==> src/rtl/regfile_sb.sv <==
// regfile_sb: parameterised multi-read-port register file with a per-register
// busy scoreboard (reserve from decode, release on writeback, flush via clr).
// Register 0 is hardwired to zero and can never be reserved.
// Optional feature macro: REGFILE_BYPASS_EN -- same-cycle write-to-read bypass
// on every read port. Without it, reads show stored state only.

// One read port: indexes storage and the scoreboard, applies the zero register
// and, when enabled, the writeback bypass.
module regfile_sb_rdport #(
  parameter int DATA_W   = 16,
  parameter int NUM_REGS = 16,
  parameter int ADDR_W   = $clog2(NUM_REGS)
) (
  input  logic [NUM_REGS-1:0][DATA_W-1:0] mem,
  input  logic [NUM_REGS-1:0]             busy,
  input  logic [ADDR_W-1:0]               addr,
  input  logic                            wr_hit,
  input  logic [ADDR_W-1:0]               wr_addr,
  input  logic [DATA_W-1:0]               wr_data,
  output logic [DATA_W-1:0]               data,
  output logic                            busy_bit
);

`ifndef REGFILE_BYPASS_EN
  // Writeback signals only matter to the bypass mux.
  logic unused_bypass;
  assign unused_bypass = ^{wr_hit, wr_addr, wr_data};
`endif

  // Stored value / busy bit, zero register forced to 0, then optional bypass.
  always_comb begin
    data     = mem[addr];
    busy_bit = busy[addr];
    if (addr == '0) begin
      data     = '0;
      busy_bit = 1'b0;
    end
`ifdef REGFILE_BYPASS_EN
    // wr_hit already excludes register 0, so no conflict with the override above.
    if (wr_hit && (addr == wr_addr)) begin
      data     = wr_data;
      busy_bit = 1'b0;
    end
`endif
  end

endmodule

module regfile_sb #(
  parameter int DATA_W   = 16,
  parameter int NUM_REGS = 16,
  parameter int ADDR_W   = $clog2(NUM_REGS),
  parameter int NUM_RD   = 2
) (
  input  logic                           clk,
  input  logic                           rst,
  input  logic [NUM_RD-1:0][ADDR_W-1:0]  rd_addr,
  output logic [NUM_RD-1:0][DATA_W-1:0]  rd_data,
  output logic [NUM_RD-1:0]              rd_busy,
  input  logic                           wr_en,
  input  logic [ADDR_W-1:0]              wr_addr,
  input  logic [DATA_W-1:0]              wr_data,
  input  logic                           rsv_en,
  input  logic [ADDR_W-1:0]              rsv_addr,
  output logic                           rsv_ready,
  input  logic                           clr,
  output logic [NUM_REGS-1:0]            busy_vec,
  output logic [ADDR_W:0]                busy_cnt
);

  logic [NUM_REGS-1:0][DATA_W-1:0] mem;
  logic [NUM_REGS-1:0]             busy, busy_nxt;
  logic [ADDR_W:0]                 cnt, cnt_nxt;
  logic                            wr_hit, rel_same, dec;

  // A writeback to a real register; register 0 writes are dropped entirely.
  assign wr_hit   = wr_en && (wr_addr != '0);
  // Releasing the very register decode wants lets the new producer in (WAW ok).
  assign rel_same = wr_hit && (wr_addr == rsv_addr);
  // Reservation depends only on rsv_*/wr_*/clr and state, never on rd_addr.
  assign rsv_ready = rsv_en && !clr && (rsv_addr != '0) &&
                     (!busy[rsv_addr] || rel_same);
  // Release only lowers the count if the register was actually busy.
  assign dec = wr_hit && busy[wr_addr];

  // Next scoreboard: release, then reserve (new producer wins), clr overrides.
  always_comb begin
    busy_nxt = busy;
    if (wr_hit)    busy_nxt[wr_addr]  = 1'b0;
    if (rsv_ready) busy_nxt[rsv_addr] = 1'b1;
    if (clr)       busy_nxt           = '0;
    busy_nxt[0] = 1'b0;
  end

  // Incremental popcount kept in step with busy; same-register hit nets to 0.
  always_comb begin
    cnt_nxt = cnt + {{ADDR_W{1'b0}}, rsv_ready} - {{ADDR_W{1'b0}}, dec};
    if (clr) cnt_nxt = '0;
  end

  // Scoreboard state.
  always_ff @(posedge clk or negedge rst) begin
    if (!rst) begin
      busy <= '0;
      cnt  <= '0;
    end else begin
      busy <= busy_nxt;
      cnt  <= cnt_nxt;
    end
  end

  // Storage; clr does not block data writes.
  always_ff @(posedge clk or negedge rst) begin
    if (!rst)        mem          <= '0;
    else if (wr_hit) mem[wr_addr] <= wr_data;
  end

  assign busy_vec = busy;
  assign busy_cnt = cnt;

  for (genvar p = 0; p < NUM_RD; p++) begin : g_rd
    regfile_sb_rdport #(
      .DATA_W  (DATA_W),
      .NUM_REGS(NUM_REGS),
      .ADDR_W  (ADDR_W)
    ) u_rdport (
      .mem     (mem),
      .busy    (busy),
      .addr    (rd_addr[p]),
      .wr_hit  (wr_hit),
      .wr_addr (wr_addr),
      .wr_data (wr_data),
      .data    (rd_data[p]),
      .busy_bit(rd_busy[p])
    );
  end

endmodule

==> config.mk <==
export PLATFORM = sky130hd
export DESIGN_NAME = regfile_sb
export DESIGN_NICKNAME = d
export VERILOG_FILES = /design/src/rtl/regfile_sb.sv
export SDC_FILE = /design/constraint.sdc
export NUM_CORES = 1
export LEC_CHECK = 0
export ABC_AREA = 1
export BUFFER_PORTS_ARGS = -buffer_cell sky130_fd_sc_hd__buf_2
export CORE_UTILIZATION = 40
export CTS_BUF_LIST = sky130_fd_sc_hd__clkbuf_4 sky130_fd_sc_hd__clkbuf_8
export DETAILED_ROUTE_END_ITERATION = 7
export GPL_ROUTABILITY_DRIVEN = 0
export PLACE_DENSITY_LB_ADDON = 0.15
export SLEW_MARGIN = 20
export SYNTH_ARGS = -nofsm -noshare
export SYNTH_HDL_FRONTEND = slang
export SYNTH_HIERARCHICAL = 1
export SYNTH_SLANG_ARGS = --single-unit
==> constraint.sdc <==
create_clock -name clk -period 3.3 [get_ports clk]
set_input_delay 0.495 -clock clk [delete_from_list [all_inputs] [get_ports clk]]
set_output_delay 0.495 -clock clk [all_outputs]
set_load 0.02 [all_outputs]
==> summary.md <==
| Metric | Value |
|---|---|
| Net total in the final layout | `2851` |
| # fillers | `4583` |
| Die area | `44740 sq um` |
| Multi-input logic area | `8157 sq um` |
| Max Freq | `0.3432 GHz` |
| Clk root buf | `clkbuf_8` |
| 1st-iter DRT viols | `1614` |
| Max Cap Violations | `0` |
| PortBufs | `91` |
| Ports | `93` |
| Crit path required time | `2.80 ns` |
| CTS buffer count | `53` |
| Core Util, Final | `0.4566` |
| Max-slew headroom | `0.4910` |
| Peak supply drop | `0.2911 mV` |
| DR vias/cell | `5.049` |
| DR pass1 iterations | `7` |
| Arrival @ worst endpoint | `2.42 ns` |
| Largest net degree at the start of global routing | `86` |
| Final Hold Vio Count | `0` |
| Worst Hold Class | `in -> reg` |
| Antenna viol nets, final | `0` |
| Chip Height | `211.5 um` |
| Layout cell share with drive strength beyond 1 | `0.1060` |
| Critical path endpoint category | `primary output` |
| Core footprint | `43170 sq um` |
| Post-synthesis sequential area ratio | `0.3933` |
| Via count | `17344` |
| Core Rows | `76` |
| Avg WL per Cell | `18.26 um` |
| DRC errors left | `0` |
| Max Root-Sink Buffers | `3` |
| CTS sink cnt | `276` |
| Vias in the first global route | `16415` |
| Power per cell area | `553.5 nW/um^2` |
| Synth warn | `6` |
| Outcome | `completed` |
| Drt total wl | `62.73 mm` |
| DP HPWL | `37.49 mm` |
| PostCTS Resize Cnt | `0` |
| Avg Cell Area, Syn | `6.319 sq um` |
| Worst-Margin Slew | `0.7635 ns` |
| H-tree Lvls | `2` |
| Starting Density | `0.4067` |
| Global-route wire length before repair | `97.50 mm` |
| Worst Path Max Fanout | `38` |
| Final period utilization | `0.8830` |
| Setup Crit Path Kind | `in -> out` |
| Clk Latency, worst-skew pair | `0.64 ns` |
| Startpoint types | `primary input` |
| Chip width | `211.5 um` |
| Final setup viols | `0` |
| Sequential Area | `6907 sq um` |
| Initial antenna violation count | `4` |
| Count of different cell masters after synthesis | `31` |
| Gr usage total | `0.2885` |
| P&R area growth vs syn | `12.27%` |
| Overflow after GRT | `0` |
| Final Skew | `0.008142 ns` |
| Post-synthesis cell count | `2779` |
| Max-slew violation count | `0` |
| RSZ-0062 raised after global routing | `false` |
| Leak | `10.81 nW` |
| Area of the mapped netlist | `17560 sq um` |
| Reg clk slew, reported paths | `0.06 ns` |
| CTS tree | `built` |
| Setup tns final | `0 ns` |
| Yosys reg bits | `276` |
| Final min period | `2.914 ns` |
[repair_timing]
item | 4_1_cts | 5_1_grt
hold buffers | 1 | 0
buffers inserted | 0 | 0
endpoints found under the hold margin | 58 | 0
[logic make-up (layout without fill, tap and decap cells)]
family,Yosys count,after routing,synth area share
fa+ha+maj,6,6,0.004703
simple gates,1561,1561,0.3588
compound gates,313,313,0.09598
other cells,1,5,0.0002136
buf+inv,614,681,0.1430
xor+xnor,8,8,0.003990
flops,276,276,0.3933
[power breakdown]
part | switching [mW] | internal (mW) | leakage (nW)
registers | 0.519 | 4.06 | 3.38
logic | 1.73 | 1.01 | 6.84
clock network | 1.54 | 2.05 | 0.597
[layout make-up]
type                    count  area share
flip-flops and latches    276      0.3503
clock buffers              90     0.05522
inverters                 426     0.08137
diodes                      2   0.0002539
well taps                 585     0.03713
repair buffers            160     0.06042
clock inverters             5    0.001523
multi-input cells        1891      0.4137
[placed cells by master (no fill, tap or decap), types with 54 or more instances in the layout]
cell / synthesis / layout
o21ai_0: 120 / 120
buf_2: 75 / 88
clkbuf_8: 0 / 66
buf_4: 22 / 54
a21oi_1: 161 / 161
inv_1: 419 / 419
nor2_1: 162 / 159
nand3_1: 294 / 294
dfrtp_1: 276 / 276
nand2_1: 1088 / 1088
[registers in the layout, indices dropped and copies added, names as in the netlist]
name,cells
busy_cnt,5
mem,256
busy_vec,15
[metrics by stage]
stage          setup WS [ns]  hold WS (ns)  power, mW  std cells  instance area [sq um]
3_5_place_dp          0.1775        0.3892      7.346       3337                  18580
4_1_cts               0.4067        0.2297      10.99       3433                  19710
2_1_floorplan         0.5915        0.1994      6.513       2781                  17570
6_report              0.3861        0.2716      10.91       3435                  19710
3_3_place_gp          0.1733        0.3859      7.276       3337                  18580
5_1_grt               0.2948        0.2763      11.66       3435                  19710
[worst max-delay path, stage by stage]
cell     delay (ns)
buf_4          0.22
inv_4          0.37
buf_12         0.28
nand2_1        0.08
nand2_1        0.06
nand2_1        0.05
nand3_1        0.09
nand3_1        0.08
a21oi_1        0.36
buf_2          0.28
[metal layers]
metal | GRT usage | part of all wire | up-vias
met1 | 0.3769 | 0.42 | 8028
met3 | 0.04999 | 0.080 | 139
li1 | - | - | 8486
met4 | 0.1217 | 0.040 | 2
met2 | 0.4702 | 0.46 | 689
met5 | 0 | 0.00022 | -
[path summary, 6_finish.rpt]
check	start	endpoint	slack, ns	cells after the start
min in group asynchronous	rst	mem[43]	0.40	2
hold reg to reg	mem[0]	mem[0]	0.40	0
hold / removal	clr	busy_cnt[0]	0.27	2
setup reg to reg	busy_vec[15]	busy_cnt[4]	0.51	14
setup / recovery	rd_addr[0]	rd_data[15]	0.39	10
max in group asynchronous	rst	mem[0]	2.06	3
[synthesized netlist by cell type (all sizes together)]
master  number  share of area
nand2     1089           0.23
inv        426          0.091
nand3      294          0.084
dfrtp      276           0.39
a21oi      182          0.056
nor2       173          0.039
o21ai      121          0.035
buf        105          0.034
clkbuf      83          0.018
a22oi        6         0.0026
ha           5         0.0036
xor2         5         0.0025
xnor2        3         0.0015
a211oi       2         0.0011
nor4         2         0.0024
a21boi       1        0.00043
a31oi        1        0.00036
and2         1        0.00036
conb         1        0.00021
fa           1         0.0011
nand4        1        0.00036
or2          1        0.00036
(Power assumes the default switching activity.)
